===== src/rtl/output_arbiter3.sv =====
// Three-input round-robin output arbiter with packet locking and a single
// registered output stage that never drops or overwrites an unaccepted flit.
module output_arbiter3 #(
  parameter int DataWidth  = 36,
  parameter bit PacketMode = 1'b1
) (
  input  logic                 i_sclk,
  input  logic                 i_reset,
  input  logic [DataWidth-1:0] i_data1,
  input  logic [DataWidth-1:0] i_data2,
  input  logic [DataWidth-1:0] i_data3,
  input  logic                 i_data_valid1,
  input  logic                 i_data_valid2,
  input  logic                 i_data_valid3,
  output logic                 o_data_ready1,
  output logic                 o_data_ready2,
  output logic                 o_data_ready3,
  output logic [DataWidth-1:0] o_data,
  output logic                 o_data_valid,
  input  logic                 i_data_ready,
  output logic [1:0]           o_grant
);

  typedef enum logic {IDLE, LOCKED} state_t;

  state_t               state_p0, state_nxt;
  logic [1:0]           grant_p0, grant_nxt;
  logic [1:0]           rr_p0, rr_nxt;
  logic [DataWidth-1:0] data_p1;
  logic                 vld_p1;

  logic [2:0]           valid_vec;
  logic [2:0]           ready_vec;
  logic                 load_en;
  logic                 xfer;
  logic                 tail;
  logic [DataWidth-1:0] sel_data;

  // First requester in the order rr, rr+1, rr+2 (wrapping 3->1); 0 if none.
  function automatic logic [1:0] rr_pick(input logic [1:0] rr, input logic [2:0] req);
    logic [1:0] pick;
    logic [1:0] bit_idx;
    int         idx;
    pick = 2'd0;
    for (int i = 2; i >= 0; i--) begin
      idx = int'(rr) + i;
      if (idx > 3) idx = idx - 3;
      bit_idx = 2'(idx - 1);
      if (req[bit_idx]) pick = 2'(idx);
    end
    return pick;
  endfunction

  function automatic logic [1:0] rr_after(input logic [1:0] owner);
    return (owner == 2'd3) ? 2'd1 : owner + 2'd1;
  endfunction

  assign valid_vec = {i_data_valid3, i_data_valid2, i_data_valid1};
  assign load_en   = !vld_p1 || i_data_ready;

  assign o_data_ready1 = (grant_p0 == 2'd1) && load_en;
  assign o_data_ready2 = (grant_p0 == 2'd2) && load_en;
  assign o_data_ready3 = (grant_p0 == 2'd3) && load_en;
  assign ready_vec     = {o_data_ready3, o_data_ready2, o_data_ready1};

  assign xfer = |(ready_vec & valid_vec);
  assign tail = sel_data[DataWidth-1];

  always_comb begin
    sel_data = '0;
    case (grant_p0)
      2'd1:    sel_data = i_data1;
      2'd2:    sel_data = i_data2;
      2'd3:    sel_data = i_data3;
      default: sel_data = '0;
    endcase
  end

  always_comb begin
    state_nxt = state_p0;
    grant_nxt = grant_p0;
    rr_nxt    = rr_p0;
    case (state_p0)
      IDLE: begin
        if (|valid_vec) begin
          state_nxt = LOCKED;
          grant_nxt = rr_pick(rr_p0, valid_vec);
        end
      end
      LOCKED: begin
        // The owner keeps the grant through gaps in its own valid.
        if (xfer && (tail || !PacketMode)) begin
          state_nxt = IDLE;
          grant_nxt = 2'd0;
          rr_nxt    = rr_after(grant_p0);
        end
      end
      default: begin
        state_nxt = IDLE;
        grant_nxt = 2'd0;
      end
    endcase
  end

  // Stage p0: arbitration state
  always_ff @(posedge i_sclk or posedge i_reset) begin
    if (i_reset) begin
      state_p0 <= IDLE;
      grant_p0 <= 2'd0;
      rr_p0    <= 2'd1;
    end else begin
      state_p0 <= state_nxt;
      grant_p0 <= grant_nxt;
      rr_p0    <= rr_nxt;
    end
  end

  // Stage p1: output flit register
  always_ff @(posedge i_sclk or posedge i_reset) begin
    if (i_reset) begin
      data_p1 <= '0;
      vld_p1  <= 1'b0;
    end else if (load_en) begin
      if (xfer) begin
        data_p1 <= sel_data;
        vld_p1  <= 1'b1;
      end else begin
        vld_p1  <= 1'b0;
      end
    end
  end

  assign o_data       = data_p1;
  assign o_data_valid = vld_p1;
  assign o_grant      = grant_p0;

endmodule


===== config.mk =====
export PLATFORM = sky130hd
export DESIGN_NAME = output_arbiter3
export DESIGN_NICKNAME = d
export VERILOG_FILES = /design/src/rtl/output_arbiter3.sv
export SDC_FILE = /design/constraint.sdc
export NUM_CORES = 1
export LEC_CHECK = 0
export CAP_MARGIN = 20
export CORE_MARGIN = 8
export CORE_UTILIZATION = 30
export DETAILED_ROUTE_END_ITERATION = 10
export DONT_BUFFER_PORTS = 1
export PLACE_DENSITY = 0.51
export RECOVER_POWER = 100
export SLEW_MARGIN = 30
export SYNTH_ARGS = -nofsm -noshare
export SYNTH_HDL_FRONTEND = slang
export SYNTH_SLANG_ARGS = --single-unit

===== constraint.sdc =====
create_clock -name i_sclk -period 3.9 [get_ports i_sclk]
set_input_delay 1.17 -clock i_sclk [delete_from_list [all_inputs] [get_ports i_sclk]]
set_output_delay 1.17 -clock i_sclk [all_outputs]
set_load 0.05 [all_outputs]

==> metrics.md, run 1 <==
| Metric | Value |
|---|---|
| WL per Instance | `21.9 µm` |
| Hold Crit Depth | `2` |
| Fin crit period | `~3500 ps` |
| Final setup TNS | `0 ps` |
| Hold Crit Start | `rr_p0[0]$_DFFE_PP1P_` |
| Port Buf Inserts | `0` |
| Critical path origin | `o_grant[1]$_DFFE_PP0P_` |
| WL final | `7.19 mm` |
| Fraction of layout cells with a size suffix above 1 | `8.41%` |
| Die Span Y | `104 µm` |
| Worst-Skew Late Latency | `290 ps` |
| Die area | `between 10000 and 15000 µm²` |
| Clock Skews | `6.95 ps` |
| Maximum vdd drop | `roughly 0.4 mV` |
| Placer Congestion | `0.795` |
| Final hold vios | `0` |
| P_leak | `0.993 nW` |
| CP Capture Type | `output port` |
| Syn_area_per_cell | `9.93 µm²` |
| Worst slew margin | `-26.2%` |
| Synth top area cells | `dfrtp_1 44%, a222oi_1 16%, o31ai_1 11%, nand2_1 6.9%, ha_1 4.3%` |
| Dominant cell type by area after synthesis | `dfrtp_1` |
| Nets | `347` |
| Drc violations | `0` |
| Critical path required time | `2730 ps` |
| PD cells | `968 nW/µm²` |
| Cells after synthesis | `234` |
| CP max FO | `21` |
| Failing checks | `capacitance limit, slew limit` |
| RSZ-0062 raised after global routing | `no` |
| Synthesized area | `2320 µm²` |
| #FFs+latches synth | `42` |
| Synth-to-Final Area Change | `7.49%` |
| Area share of the largest cell type after synthesis | `44.2%` |
| Resize count post-CTS | `0` |
| Vias/cell | `roughly 6.1` |
| WHS | `547 ps` |
| Fmax | `286 MHz` |
| Num rows | `32` |
| R2R Setup Slk | `710 ps` |
| Post-DP HPWL | `about 5.5 mm` |
| Grt ovf | `0` |
| Tot Pwr | `2.42 mW` |
| Hold path endpoint | `rr_p0[0]$_DFFE_PP1P_` |
| Worst Tran Pin Value | `1880 ps` |
| Distinct cells, synth | `29` |
| Synth warn | `0` |
| Post-CTS Repair Setup Buffers | `0` |
| Vias in the first global route | `2054` |
| Antenna diodes | `0` |
| Die W | `104 µm` |
| Num CTS Buffers | `5` |
| H-tree depth | `2` |
| Gr usage total | `12.9%` |
| Max-cap violations | `1` |
| Hold buffers post-CTS | `0` |
| Cell Area, Placed | `2430 µm²` |
| Syn nets | `356` |
| Max clock buf depth | `2` |
| CTS Sinks | `42` |
| Status | `complete, but fails checks` |
| Setup CP Type | `register to output port` |
| Final Cycle Share | `89.6%` |
| Iteration-0 DRC Markers | `229` |
| Vias | `approximately 2000` |
| Startpoint Class | `register` |
| Final Cell Area | `between 2000 and 2500 µm²` |
| Reg clk slew, reported paths | `80 ps` |
| Slew Limit Fails | `43` |
| Seq/Total Area, Yosys | `45.3%` |
| Core ar. | `7610 µm²` |
| Post-DRT Antenna Nets | `0` |
| First-pass GRT wire length | `11.5 mm` |
| TritonCTS clock tree | `yes` |
| Largest net degree at the start of global routing | `68` |
| Reg2reg end | `o_data[28]$_DFFE_PP0P_` |
| IO Pins | `156` |
| Initial antenna violation count | `0` |
| CTS root buf | `clkbuf_8` |
| Initial core utilization | `30.5%` |
| Worst Hold Class | `register to register` |
| 1st-pass router iterations | `9` |
| Reg2reg path depth | `6` |
| Crit path DAT | `2320 ps` |
| Crit Reg-Reg Startpoint | `o_grant[0]$_DFFE_PP0P_` |
| Final setup vio count | `0` |
per-layer routing:
layer | GRT usage, % | routed length, µm | vias to the layer above
li1 | - | - | 911
met1 | 14.4 | 2820 | 979
met2 | 21.7 | 3540 | 103
met3 | 5.33 | 748 | 6
met4 | 4.14 | 87 | 0
met5 | 0 | 0 | -
sequential cells by signal (all words and copies together), names as in the netlist:
name	flops
o_data_valid	1
o_data	36
rr_p0	2
state_p0	1
o_grant	2
per-stage QoR:
stage,std cells,util [%],worst slack [ps]
after floorplan,234,-,886
after global placement,320,31.9,858
after detailed placement,320,31.9,810
after CTS,328,33.1,492
after global routing,328,32.8,290
final,328,32.8,406
cell usage after synthesis:
cell type / count
nor3_1: 1
nand2_1: 43
dfstp_2: 1
clkbuf_1: 13
inv_1: 6
o21ai_0: 6
a222oi_1: 37
a32o_1: 1
nand3_1: 1
nor2_1: 4
and2b_1: 1
buf_1: 1
mux2i_1: 3
nand2b_1: 3
nor2b_1: 2
mux2_2: 2
o22ai_1: 1
a31oi_1: 2
dfrtp_1: 41
o31ai_1: 35
and3_1: 1
buf_2: 11
o31a_1: 1
a21oi_1: 3
o211ai_1: 1
o21a_1: 1
a21boi_0: 1
and2_1: 3
ha_1: 8
placed cells by master (no fill, tap or decap):
master / n
o22ai_1: 1
o211ai_1: 1
clkbuf_1: 2
nor2_1: 4
o31ai_1: 35
clkinv_2: 1
a32o_1: 1
nand2b_1: 3
inv_1: 5
a31oi_1: 2
mux2_2: 2
and2_1: 2
mux2i_1: 3
o31a_1: 1
a21oi_1: 3
clkinvlp_2: 1
and3_1: 1
dfrtp_1: 41
ha_1: 8
clkbuf_4: 1
dfstp_2: 1
and2_0: 1
a222oi_1: 37
and2b_1: 1
nand3_1: 1
buf_4: 6
nor3_1: 1
a21boi_0: 1
o21ai_0: 6
clkbuf_2: 1
clkbuf_8: 6
nand2_1: 43
o21a_1: 1
nor2b_1: 2
cells by family after synthesis:
kind of cell    share of synthesized area (%)
buf+inv                                  5.60
flops                                    45.3
mux                                      2.26
compound gates                           31.8
fa+ha+maj                                4.31
simple gates                             10.8
layout make-up:
cell class,instances,area [µm²]
well taps,102,128
inverters,6,23.8
multi-input cells,161,1140
clock buffers,7,86.3
flip-flops and latches,42,1050
repair buffers,9,61.3
clock inverters,1,5.00
fillers,792,5110
worst max-delay path by stage:
stage | slack (ps) | cells past startpoint | end
after floorplan | 890 | 4 | o_data_ready1
after global placement | 860 | 3 | o_data_ready2
after detailed placement | 810 | 3 | o_data_ready2
after CTS | 490 | 3 | o_data_ready2
after global routing | 290 | 3 | o_data_ready2
final | 410 | 3 | o_data_ready2
report_power, final:
part	leakage [nW]	switching, mW	internal (mW)
Combinational	0.380	0.602	0.341
Clock	0.0482	0.144	0.143
Sequential	0.564	0.613	0.575
worst max-delay path, stage by stage, from the launching register on:
cell	delay [ps]
dfrtp_1	710
ha_1	820
and2_1	220
clkbuf_2	280
Power figures use the tool's default switching activity.
==> run 2, diff against run 1 <==
CELL_PAD_IN_SITES_DETAIL_PLACEMENT = 1   (was not set)
CELL_PAD_IN_SITES_GLOBAL_PLACEMENT = 2   (was not set)
PLACE_DENSITY = 0.78   (was 0.51)
==> metrics.md, run 2 (synthesized netlist as in run 1, its figures left out) <==
| Metric | Value |
|---|---|
| Max reg flops | `36 (unchanged)` |
| DP Worst Slack | `868 ps (+58.4 ps)` |
| Reg2reg path depth | `6 (unchanged)` |
| Crit Reg-Reg Startpoint | `o_grant[0]$_DFFE_PP0P_` |
| Grt ovf | `0 (unchanged)` |
| RSZ-0062 raised after global routing | `no` |
| Worst-Skew Late Latency | `290 ps (about the same)` |
| Nets | `347 (unchanged)` |
| Iteration-0 DRC Markers | `236 (+3.1%)` |
| Slew Limit Fails | `43 (unchanged)` |
| Initial antenna violation count | `0 (unchanged)` |
| Placed insts | `320 (unchanged)` |
| Fin crit period | `3360 ps (-133 ps)` |
| Vias in the first global route | `2148 (+4.6%)` |
| Final setup vio count | `0 (unchanged)` |
| Reg2reg end | `rr_p0[1]$_DFFE_PP0P_` |
| First-pass GRT wire length | `12.0 mm (+3.8%)` |
| Port Buf Inserts | `0 (unchanged)` |
| TritonCTS clock tree | `yes` |
| Largest net degree at the start of global routing | `72 (+5.9%)` |
| Resize count post-CTS | `0 (unchanged)` |
| Most common cell after layout, fill and taps aside | `nand2_1` |
| Crit path to | `rr_p0[1]$_DFFE_PP0P_` |
| Tot Pwr | `2.49 mW (+2.8%)` |
| Clock Skews | `6.23 ps (-0.728 ps)` |
| Final setup TNS | `0 ps (unchanged)` |
| Num rows | `32 (unchanged)` |
| Startpoint Class | `register` |
| Synth-to-Final Area Change | `8.51%` |
| Post-DP HPWL | `5.65 mm (+3.4%)` |
| CTS root buf | `clkbuf_8` |
| Vias | `1976 (-1.2%)` |
| Worst setup margin | `539 ps (+133 ps)` |
| M2 GR Usage | `23.2% (+1.6 points)` |
| Failing checks | `capacitance limit, slew limit` |
| Gr usage total | `13.3% (+0.43 points)` |
| Slowest stage delay, CP | `850 ps (+30 ps)` |
| Largest delay share family, worst path | `buffers and inverters` |
| Max clock buf depth | `2 (unchanged)` |
| H-tree depth | `2 (unchanged)` |
| Final hold vios | `0 (unchanged)` |
| Crit path DAT | `3540 ps (+1220 ps)` |
| Post-Layout Cell Count | `328 (unchanged)` |
| Die W | `104 µm (unchanged)` |
| CP Buf/Inv Count | `1 (unchanged)` |
| Critical path origin | `o_grant[0]$_DFFE_PP0P_` |
| Post-DRT Antenna Nets | `0 (unchanged)` |
| Hold buffers post-CTS | `0 (unchanged)` |
| 1st-pass router iterations | `10 (+1)` |
| R2R Setup Slk | `540 ps (-170 ps)` |
| GRT met1 Usage | `15.1% (+0.75 points)` |
| Drc violations | `0 (unchanged)` |
| Crit path depth | `6 (+3)` |
| Num CTS Buffers | `5 (unchanged)` |
| Core ar. | `7610 µm² (unchanged)` |
| Critical path required time | `4080 ps (+1350 ps)` |
| Fraction of layout cells with a size suffix above 1 | `8.85% (+0.44 points)` |
| Worst Hold Class | `register to register` |
| Setup CP Type | `register to register` |
| Reg clk slew, reported paths | `90 ps (about the same)` |
| CP max FO | `22 (+4.8%)` |
| CP Capture Type | `register` |
| Antenna diodes | `0 (unchanged)` |
| Crit-path cells | `ha_1 > clkbuf_1 > a222oi_1 > nor2_1 > nand3_1 > mux2_2` |
| Placer Congestion | `0.749 (-5.8%)` |
| WL final | `7.60 mm (+5.8%)` |
| Initial core utilization | `30.5% (unchanged)` |
| Most frequent cells in the layout | `43 x nand2_1, 41 x dfrtp_1, 37 x a222oi_1` |
| GR Util met3 | `4.46% (-0.87 points)` |
| PD cells | `986 nW/µm² (+1.8%)` |
| WL per Instance | `23.2 µm (+5.8%)` |
| Worst slew margin | `-27.9% (-1.8 points)` |
| IO Pins | `156 (unchanged)` |
| Vias/cell | `6.02 (-1.2%)` |
| Worst Tran Pin Value | `1910 ps (+26.4 ps)` |
| Fmax | `298 MHz (+4.0%)` |
| GRT Max-Usage Layer | `met2` |
| Die area | `10800 µm² (unchanged)` |
| Post-CTS Repair Setup Buffers | `0 (unchanged)` |
| Final Cycle Share | `86.2% (-3.4 points)` |
| P_leak | `0.991 nW (-0.19%)` |
| Status | `complete, but fails checks` |
| CTS Sinks | `42 (unchanged)` |
| Maximum vdd drop | `0.290 mV (-28%)` |
| Max-cap violations | `1 (unchanged)` |
| Slowest stage cell, crit path | `clkbuf_1` |
| Die Span Y | `104 µm (unchanged)` |
==> run 2: cell count changes in the layout (fill, tap and decap cells not counted), sizes merged <==
| cell | change |
|---|---|
| clkinvlp | +2 |
| buf | +1 |
| clkbuf | -3 |
| bufinv | +1 |
| clkinv | -1 |
==> run 2: how the worst min path moves through the flow <==
stage | slack, ps | end | start | depth (start not counted)
CTS | 550 | rr_p0[0]$_DFFE_PP1P_ | rr_p0[0]$_DFFE_PP1P_ | 2
global route | 600 | rr_p0[0]$_DFFE_PP1P_ | rr_p0[0]$_DFFE_PP1P_ | 2
floorplan | 500 | rr_p0[0]$_DFFE_PP1P_ | rr_p0[0]$_DFFE_PP1P_ | 2
detailed placement | 540 | rr_p0[0]$_DFFE_PP1P_ | rr_p0[0]$_DFFE_PP1P_ | 2
finish | 560 | rr_p0[0]$_DFFE_PP1P_ | rr_p0[0]$_DFFE_PP1P_ | 2
global placement | 530 | rr_p0[0]$_DFFE_PP1P_ | rr_p0[0]$_DFFE_PP1P_ | 2
==> run 2: cell type report <==
type                    count  area (µm²)
clock buffers               5        68.8
clock inverters             3        45.0
fillers                   874        5090
inverters                   6        23.8
multi-input cells         161        1140
flip-flops and latches     42        1050
well taps                 102         128
repair buffers              9        60.1
==> run 2: tightest hold or removal path, stage by stage (launching register included) <==
cell and delay (ps):
dfstp_2 420, nand2_1 60, o21ai_0 70
==> run 2: stage by stage <==
stage                     hold slack [ps]  instance area [µm²]  utilization (%)
final                                 555                 2520             33.1
after global routing                  602                 2520             33.1
after CTS                             555                 2530             33.2
after detailed placement              541                 2410             31.7
after global placement                531                 2410             31.7
after floorplan                       503                 2320                -
==> run 2: per-layer routing <==
layer	vias up	share of wire (%)
met5	-	0
met3	4	8.8
met1	972	39
li1	910	-
met4	0	0.85
met2	90	51
==> run 2: report_power, final <==
group          internal (mW)  switching [mW]  total, mW
Sequential             0.576           0.591       1.17
Combinational          0.344           0.630      0.973
Clock                  0.190           0.155      0.345
==> run 3, diff against run 2 <==
HOLD_SLACK_MARGIN = 0.15   (was not set)
==> results of run 3 <==
Final layout, timing and power as in run 2 (identical DEF).
